`src/rtl/store_buffer_if.sv`:
```
// Bundles the CPU-side and data-memory-side signals of the store buffer.
// The slave modport is the buffer; the master modport is the CPU plus data memory.
interface store_buffer_if;
  logic [31:0] cpu_addr;
  logic [31:0] cpu_wdata;
  logic        memWrite;
  logic        memRead;
  logic [31:0] cpu_rdata;
  logic        stall;
  logic [31:0] mem_addr;
  logic [31:0] mem_wdata;
  logic        mem_memWrite;
  logic        mem_memRead;
  logic [31:0] mem_rdata;
  logic [4:0]  count;
  logic        empty;
  logic        full;

  modport slave (
    input  cpu_addr, cpu_wdata, memWrite, memRead, mem_rdata,
    output cpu_rdata, stall, mem_addr, mem_wdata, mem_memWrite, mem_memRead,
           count, empty, full
  );

  modport master (
    output cpu_addr, cpu_wdata, memWrite, memRead, mem_rdata,
    input  cpu_rdata, stall, mem_addr, mem_wdata, mem_memWrite, mem_memRead,
           count, empty, full
  );
endinterface

```
`src/rtl/store_buffer.sv`:
```
// Circular store buffer between the CPU and data memory; loads take the memory port first.
// Define STORE_BUFFER_FWD_EN to forward buffered store data to matching loads instead of stalling.
module store_buffer #(
  parameter int DEPTH = 4
) (
  input  logic          clk,
  input  logic          rst,
  store_buffer_if.slave sb
);

  localparam int PW = $clog2(DEPTH);

  logic [29:0]   tagMem  [DEPTH];
  logic [31:0]   dataMem [DEPTH];
  logic [PW-1:0] head;
  logic [PW-1:0] tail;
  logic [4:0]    cnt;

  logic          hit;
  logic [PW-1:0] hitSlot;
  logic          enq;
  logic          deq;
  logic          unusedAddrBits;

  assign unusedAddrBits = ^sb.cpu_addr[1:0];

  assign sb.count = cnt;
  assign sb.empty = (cnt == 5'd0);
  assign sb.full  = (cnt == 5'(DEPTH));

  // Walk from the oldest entry so only slots holding live stores are compared.
  always_comb begin
    hit     = 1'b0;
    hitSlot = '0;
    for (int k = 0; k < DEPTH; k++) begin
      hitSlot = head + PW'(k);
      if ((5'(k) < cnt) && (tagMem[hitSlot] == sb.cpu_addr[31:2])) begin
        hit = 1'b1;
      end
    end
  end

`ifdef STORE_BUFFER_FWD_EN
  logic [31:0]   fwdData;
  logic [PW-1:0] fwdSlot;

  // Later matches overwrite earlier ones, leaving the youngest store's data.
  always_comb begin
    fwdData = '0;
    fwdSlot = '0;
    for (int k = 0; k < DEPTH; k++) begin
      fwdSlot = head + PW'(k);
      if ((5'(k) < cnt) && (tagMem[fwdSlot] == sb.cpu_addr[31:2])) begin
        fwdData = dataMem[fwdSlot];
      end
    end
  end

  assign sb.stall = sb.memWrite && sb.full;
`else
  assign sb.stall = (sb.memWrite && sb.full) || (sb.memRead && hit);
`endif

  assign enq = sb.memWrite && !sb.stall;

  always_comb begin
    sb.mem_memWrite = 1'b0;
    sb.mem_memRead  = 1'b0;
    sb.mem_addr     = '0;
    sb.mem_wdata    = '0;
    deq             = 1'b0;
    if (!rst) begin
      if (sb.memRead && !sb.stall) begin
        sb.mem_memRead = 1'b1;
        sb.mem_addr    = {sb.cpu_addr[31:2], 2'b00};
      end else if (cnt != 5'd0) begin
        sb.mem_memWrite = 1'b1;
        sb.mem_addr     = {tagMem[head], 2'b00};
        sb.mem_wdata    = dataMem[head];
        deq             = 1'b1;
      end
    end
  end

  always_comb begin
    sb.cpu_rdata = '0;
    if (sb.memRead) begin
`ifdef STORE_BUFFER_FWD_EN
      sb.cpu_rdata = hit ? fwdData : sb.mem_rdata;
`else
      sb.cpu_rdata = sb.mem_rdata;
`endif
    end
  end

  // Entry storage needs no reset: a cleared count makes stale slots invisible.
  always_ff @(posedge clk) begin
    if (enq) begin
      tagMem[tail]  <= sb.cpu_addr[31:2];
      dataMem[tail] <= sb.cpu_wdata;
    end
  end

  always_ff @(posedge clk) begin
    if (rst) begin
      head <= '0;
      tail <= '0;
      cnt  <= '0;
    end else begin
      if (enq) begin
        tail <= tail + PW'(1);
      end
      if (deq) begin
        head <= head + PW'(1);
      end
      cnt <= cnt + 5'(enq) - 5'(deq);
    end
  end

endmodule

```
`src/flat_wrapper.sv`:
```
// flat-port wrapper written by rule: the top's interface ports become plain ports
module store_buffer_flat 
#(
  parameter int DEPTH = 4
)
  (clk, rst, sb_cpu_addr, sb_cpu_wdata, sb_memWrite, sb_memRead, sb_mem_rdata, sb_cpu_rdata, sb_stall, sb_mem_addr, sb_mem_wdata, sb_mem_memWrite, sb_mem_memRead, sb_count, sb_empty, sb_full);
  store_buffer_if sb_i ();
  input  logic clk;
  input  logic rst;
  input wire logic [$bits(sb_i.cpu_addr)-1:0] sb_cpu_addr;
  input wire logic [$bits(sb_i.cpu_wdata)-1:0] sb_cpu_wdata;
  input wire logic [$bits(sb_i.memWrite)-1:0] sb_memWrite;
  input wire logic [$bits(sb_i.memRead)-1:0] sb_memRead;
  input wire logic [$bits(sb_i.mem_rdata)-1:0] sb_mem_rdata;
  output wire logic [$bits(sb_i.cpu_rdata)-1:0] sb_cpu_rdata;
  output wire logic [$bits(sb_i.stall)-1:0] sb_stall;
  output wire logic [$bits(sb_i.mem_addr)-1:0] sb_mem_addr;
  output wire logic [$bits(sb_i.mem_wdata)-1:0] sb_mem_wdata;
  output wire logic [$bits(sb_i.mem_memWrite)-1:0] sb_mem_memWrite;
  output wire logic [$bits(sb_i.mem_memRead)-1:0] sb_mem_memRead;
  output wire logic [$bits(sb_i.count)-1:0] sb_count;
  output wire logic [$bits(sb_i.empty)-1:0] sb_empty;
  output wire logic [$bits(sb_i.full)-1:0] sb_full;
  assign sb_i.cpu_addr = sb_cpu_addr;
  assign sb_i.cpu_wdata = sb_cpu_wdata;
  assign sb_i.memWrite = sb_memWrite;
  assign sb_i.memRead = sb_memRead;
  assign sb_i.mem_rdata = sb_mem_rdata;
  assign sb_cpu_rdata = sb_i.cpu_rdata;
  assign sb_stall = sb_i.stall;
  assign sb_mem_addr = sb_i.mem_addr;
  assign sb_mem_wdata = sb_i.mem_wdata;
  assign sb_mem_memWrite = sb_i.mem_memWrite;
  assign sb_mem_memRead = sb_i.mem_memRead;
  assign sb_count = sb_i.count;
  assign sb_empty = sb_i.empty;
  assign sb_full = sb_i.full;
  store_buffer #(.DEPTH(DEPTH)) u_core (.clk(clk), .rst(rst), .sb(sb_i));
endmodule
```
`config.mk`:
```
export PLATFORM = sky130hd
export DESIGN_NAME = store_buffer_flat
export DESIGN_NICKNAME = d
export VERILOG_FILES = /design/src/rtl/store_buffer_if.sv /design/src/rtl/store_buffer.sv /design/src/flat_wrapper.sv
export SDC_FILE = /design/constraint.sdc
export NUM_CORES = 1
export LEC_CHECK = 0
export CAP_MARGIN = 15
export CORE_UTILIZATION = 45
export DETAILED_ROUTE_END_ITERATION = 16
export GPL_ROUTABILITY_DRIVEN = 1
export PLACE_DENSITY = 0.68
export SETUP_SLACK_MARGIN = 0.02
export SYNTH_ARGS = -nofsm -noshare
export SYNTH_HDL_FRONTEND = slang
export SYNTH_SLANG_ARGS = --single-unit
```
`constraint.sdc`:
```
create_clock -name clk -period 26 [get_ports clk]
set_input_delay 5.2 -clock clk [delete_from_list [all_inputs] [get_ports clk]]
set_output_delay 5.2 -clock clk [all_outputs]
set_load 0.02 [all_outputs]
```
======== Word level (Yosys, flattened, before mapping) ========
Memory sizes are Yosys's and may differ from the RTL's. A register that Yosys moved wholly into a read port is not among the register bits.
Cells that the tools add are included.
storage, ports and cells
  bits in latches ......................... 0
  word-level logic and storage cells ...... 54
  flip-flop bits (word level) ............. 9
  memory bits (read-only) ................. 0
  memories kept ........................... 2
  memory bits (writable) .................. 248
memory list
  memory          words  bits a word  rd ports  clocked after Yosys merged registers in  wr ports  RTL line            source
  u_core.dataMem  4      32           1         1                                        1         store_buffer.sv:14  logic [31:0] dataMem [DEPTH];
  u_core.tagMem   4      30           4         1                                        1         store_buffer.sv:13  logic [29:0] tagMem [DEPTH];
operators by class
  divide/modulo/power cells ............... 0
  magnitude comparators ................... 4
  shifts and indexed selects .............. 0
  equal/unequal tests ..................... 5
  add/subtract/negate cells ............... 6
  reduce and logical (&&, ||, !) cells .... 12
  bitwise logic cells ..................... 0
  $mul .................................... 0
  mux-type cells .......................... 22
operators by type and width
  cell                                                                         number
  32-bit two-way mux                                                           7
  30-bit equality test                                                         4
  1-bit two-way mux                                                            11
  1-bit by 5-bit less-than comparator with 1-bit output, first input constant  2
  2-bit by 5-bit less-than comparator with 1-bit output, first input constant  2
  1-bit logical AND                                                            8
  2-bit two-way mux                                                            4
  5-bit by 1-bit adder with 5-bit output                                       1
  5-bit by 3-bit equality test with 1-bit output, second input constant        1
  5-bit zero test                                                              1
  5-bit nonzero test                                                           1
  5-bit by 1-bit subtractor with 5-bit output                                  1
  2-bit by 1-bit adder with 2-bit output, second input constant                2
  2-bit adder, second input constant                                           2
  1-bit zero test                                                              1
  1-bit logical OR                                                             1

======== Logic depth before layout (Yosys ltp) ========
An unclocked memory read counts as a cell.
  depth after elaboration ................. 15
  mapped depth ............................ 23

======== Least setup slack after synthesis ========
OpenSTA, ideal clock, no wires.
  path type ............................... input to output
  start ................................... input sb_cpu_addr[5]
  end ..................................... output sb_mem_addr[10]
  slack ................................... 13,541 ps
  data arrival time ....................... 7,259 ps
  cell stages on the path ................. 10
  path through ............................ clkbuf_1 > inv_1 > o21ai_0 > nor4b_1 > o21a_1 > and4_1 > and2_1 > nor4_4 > buf_2 > o2bb2ai_1
between the ends
  word-level cells in the longest chain between the ends .. 12
RTL lines
  what                            RTL line            source
  start, declared                 flat_wrapper.sv:10  input wire logic [$bits(sb_i.cpu_addr)-1:0] sb_cpu_addr;
  30-bit equality test            store_buffer.sv:37  if ((5'(k) < cnt) && (tagMem[hitSlot] == sb.cpu_addr[31:2])) begin
  1-bit logical AND               store_buffer.sv:37
  1-bit two-way mux (3 in a row)  store_buffer.sv:37
  1-bit two-way mux *             store_buffer.sv:37
  1-bit logical AND *             store_buffer.sv:61  assign sb.stall = (sb.memWrite && sb.full) || (sb.memRead && hit);
  1-bit logical OR *              store_buffer.sv:61
  1-bit zero test *               store_buffer.sv:73  if (sb.memRead && !sb.stall) begin
  1-bit logical AND *             store_buffer.sv:73
  32-bit two-way mux *            store_buffer.sv:73
  32-bit two-way mux *            store_buffer.sv:72  if (!rst) begin
  end, declared                   flat_wrapper.sv:17  output wire logic [$bits(sb_i.mem_addr)-1:0] sb_mem_addr;
Every way passes the cells marked *; elsewhere a longest branch is shown, timed or not.

======== Worst setup path after layout ========
  start ................................... input sb_cpu_addr[5]
  end ..................................... output sb_mem_addr[13]
Same word-level chain as after synthesis.

==> reports/results.tsv <==
stage	metric	value	unit
floorplanning	fp.dieH	184.8	um
grt	overflow	0	
route	vias	9872	
layout	n_antenna_cell	0	
route	viasPerCell	5.873	
timing	fmax	68.01	MHz
timing	slew_violations	0	
cts	clkSlewWorstSetupHoldPaths	0.06	ns
setup_path	crit_arrival	9.50	ns
cts	clockBufferDepth	3	
setup_path	reg2reg_to	u_core.sb.count[4]	
synth	syn_area	15030	um2
floorplanning	die_area	34140	um2
setup_path	crit_fanout	17	
layout	area_delta_synth_final	21.26	%
cts	postCtsSetupRepairBufs	0	
cts	cts-buffers-inserted	28	
worst_hold_path	worstHoldStart	u_core.tail[1]	
synth	ys_seq_elements	259	
power_and_ir_drop	powerDensity	95.35	nW/um2
synth	synth_flop_cell	edfxtp_1	
setup_path	cp_cell_sequence	clkdlybuf4s50_1 > inv_1 > o21ai_0 > nor4b_1 > o21a_1 > and4_1 > and2_1 > nor4_4 > buf_4 > o2bb2ai_1 > clkdlybuf4s50_1	
setup_path	r2r_setup_slack	19.66	ns
timing	worstMarginPinSlew	1.099	ns
setup_path	crit_path_end_kind	output port	
timing	slew_headroom	0.2671	
grt	grt_start_max_net_pins	70	
grt	antenna_found_initial	0	
run	drv_cap	0	
timing	clock_skew	0.02384	ns
grt	grtUsageTotal	0.2325	
cts	cts_tree	yes	
cts	clock_sinks	259	
route	route.detailed.drc	0	
setup_path	cp-endpoint	sb_mem_addr[13]	
grt	grt_pass1_wl	59610	um
route	ant_nets	0	
placed_design	globalplace.congestion	0.9926	
route	firstDrtPassIters	7	
floorplanning	ioPinCount	206	
synth	synthArstFlopShare	0	
timing	timing.final.crit_share	0.5655	
setup_path	cp.required	20.80	ns
floorplanning	core	32700	um2
cts	cts.repair.resized	0	
synth	avgSynthCellArea	14.13	um2
timing	setup_viol	0	
timing	worst_hold_slack	0.5534	ns
synth	yosysWarningCount	0	
cts	h-tree-depth	1	
power_and_ir_drop	max-vdd-ir-drop	0.07315	mV
worst_hold_path	hold_path_class	flop to flop	
cts	cts_root_buf	clkbuf_16	
grt	grt_pass1_vias	9595	
setup_path	reg2regPathDepth	20	
cts	clk_latency	0.56	ns
setup_path	start_kind	input port	
setup_path	cp_slowest_cell	clkdlybuf4s50_1	
floorplanning	fp-row-count	66	
synth	seq_area_frac_synth	0.5100	
layout	mostFrequentLayoutCells	edfxtp_1 (248), clkdlybuf4s50_1 (201), mux2i_1 (122)	
floorplanning	die_x	184.8	um
floorplanning	initial_utilization	0.4597	
route	routedWlPerCell	23.55	um
synth	synthCells	1064	
layout	final_common_cell	edfxtp_1	
timing	post-route-min-period	14.70	ns
setup_path	r2r_start	u_core.head[1]	
layout	nets	1332	
timing	hold_viol	0	
synth	synth_edf_count	248	
layout	drive_gt1_frac	0.1590	
placed_design	detailed_place_hpwl	26000	um
route	detail_route.iter0.violations	1000	
setup_path	setup.worst_path.start	sb_cpu_addr[5]	
outcome	outcome	finished clean	
route	wirelength	39590	um
timing	final.setup.tns	0	ns
setup_path	critical_path_class	input port to output port	
timing	rsz0062_at_grt	no	
power_and_ir_drop	p_leak	0.005687	uW
placed_design	io_buffers	201	
synth	ys_types	67	
setup_path	crit_path_max_incr_delay	0.92	ns
setup_path	critPathMostFrequentCell	clkdlybuf4s50_1	
cts	cts_hold_buf	0	
## cell families after synthesis
logic type,count (synthesis),share of synthesized area
compound gates,145,0.07358
xor+xnor,105,0.06117
fa+ha+maj,13,0.01132
buf+inv,124,0.04112
flops,259,0.5100
mux,216,0.2153
other cells,1,0.0002494
simple gates,201,0.08723
## power by group
part / leakage, uW / internal [uW] / switching (uW)
clock network: 0.000444 / 242 / 164
logic: 0.00288 / 347 / 399
registers: 0.00237 / 525 / 60.8
total: 0.00569 / 1110 / 624
## worst min path at each step
stage	cells past startpoint	end	slack (ns)
after CTS	2	u_core.tail[1]	0.56
final	2	u_core.tail[1]	0.55
after global routing	2	u_core.tail[1]	0.61
after global placement	2	u_core.tail[1]	0.54
after detailed placement	2	u_core.tail[1]	0.55
after floorplan	2	u_core.tail[1]	0.52
## worst max-delay path, delay by kind of cell
family                 cells  cell delay [ns]
buffers and inverters      4             2.14
and+or+nand+nor            4             1.45
AOI/OAI and AO/OA          3             0.70
## flip-flops by register name, summed over array words and instances (netlist names), named ones only
signal           flops
u_core.dataMem     128
u_core.tagMem      120
u_core.sb.count      5
u_core.head          2
u_core.tail          2
## cell usage after synthesis, types with 3 or more instances
library cell,number,area share
nor3b_1,6,0.0030
inv_1,30,0.0075
o2111ai_1,6,0.0035
nor2b_1,4,0.0017
dfxtp_1,11,0.015
mux2_2,10,0.0075
mux2i_1,122,0.081
o221ai_1,6,0.0035
ha_1,12,0.010
or3_1,3,0.0012
nor2_1,20,0.0050
buf_4,18,0.0090
a222oi_1,4,0.0027
buf_6,6,0.0045
nand3_1,9,0.0030
o211ai_1,6,0.0030
nand2_1,43,0.011
nor4_1,11,0.0046
mux4_2,81,0.12
o21ai_0,17,0.0057
clkbuf_1,41,0.010
a2bb2oi_1,6,0.0035
a22oi_1,8,0.0040
o22ai_1,7,0.0029
nor3_1,10,0.0033
a221oi_1,3,0.0017
a211oi_1,9,0.0045
buf_1,8,0.0020
nor3b_2,29,0.024
a21oi_1,21,0.0070
and2_1,36,0.015
nand4_1,17,0.0071
xor2_1,35,0.020
buf_2,19,0.0063
mux4_1,3,0.0052
o2bb2ai_1,32,0.019
xnor2_1,70,0.041
edfxtp_1,248,0.50
## layout make-up
cell class | instances | area, um2
clock buffers | 33 | 740.7
clock inverters | 17 | 193.9
fillers | 2651 | 14470
inverters | 31 | 116.4
multi-input cells | 682 | 6813
flip-flops and latches | 259 | 7680
well taps | 442 | 553.0
repair buffers | 217 | 2132
## metal layers
layer	wire length, um	track usage	vias to the layer above
met5	0	0	-
met4	813	0.05983	0
met3	3192	0.05112	58
met2	19050	0.3747	415
met1	16540	0.3187	4909
li1	-	-	4490
## through the flow
step | total power (uW) | utilization | setup WS (ns) | area [um2] | std cells
6_report | 1738 | 0.5574 | 11.30 | 18230 | 1681
3_3_place_gp | 1334 | 0.5288 | 11.38 | 17290 | 1631
3_5_place_dp | 1337 | 0.5288 | 11.32 | 17290 | 1631
4_1_cts | 1747 | 0.5574 | 11.31 | 18230 | 1681
2_1_floorplan | 1121 | - | 13.54 | 15040 | 1065
5_1_grt | 1819 | 0.5574 | 11.11 | 18230 | 1681
Power figures use the tool's default switching activity.
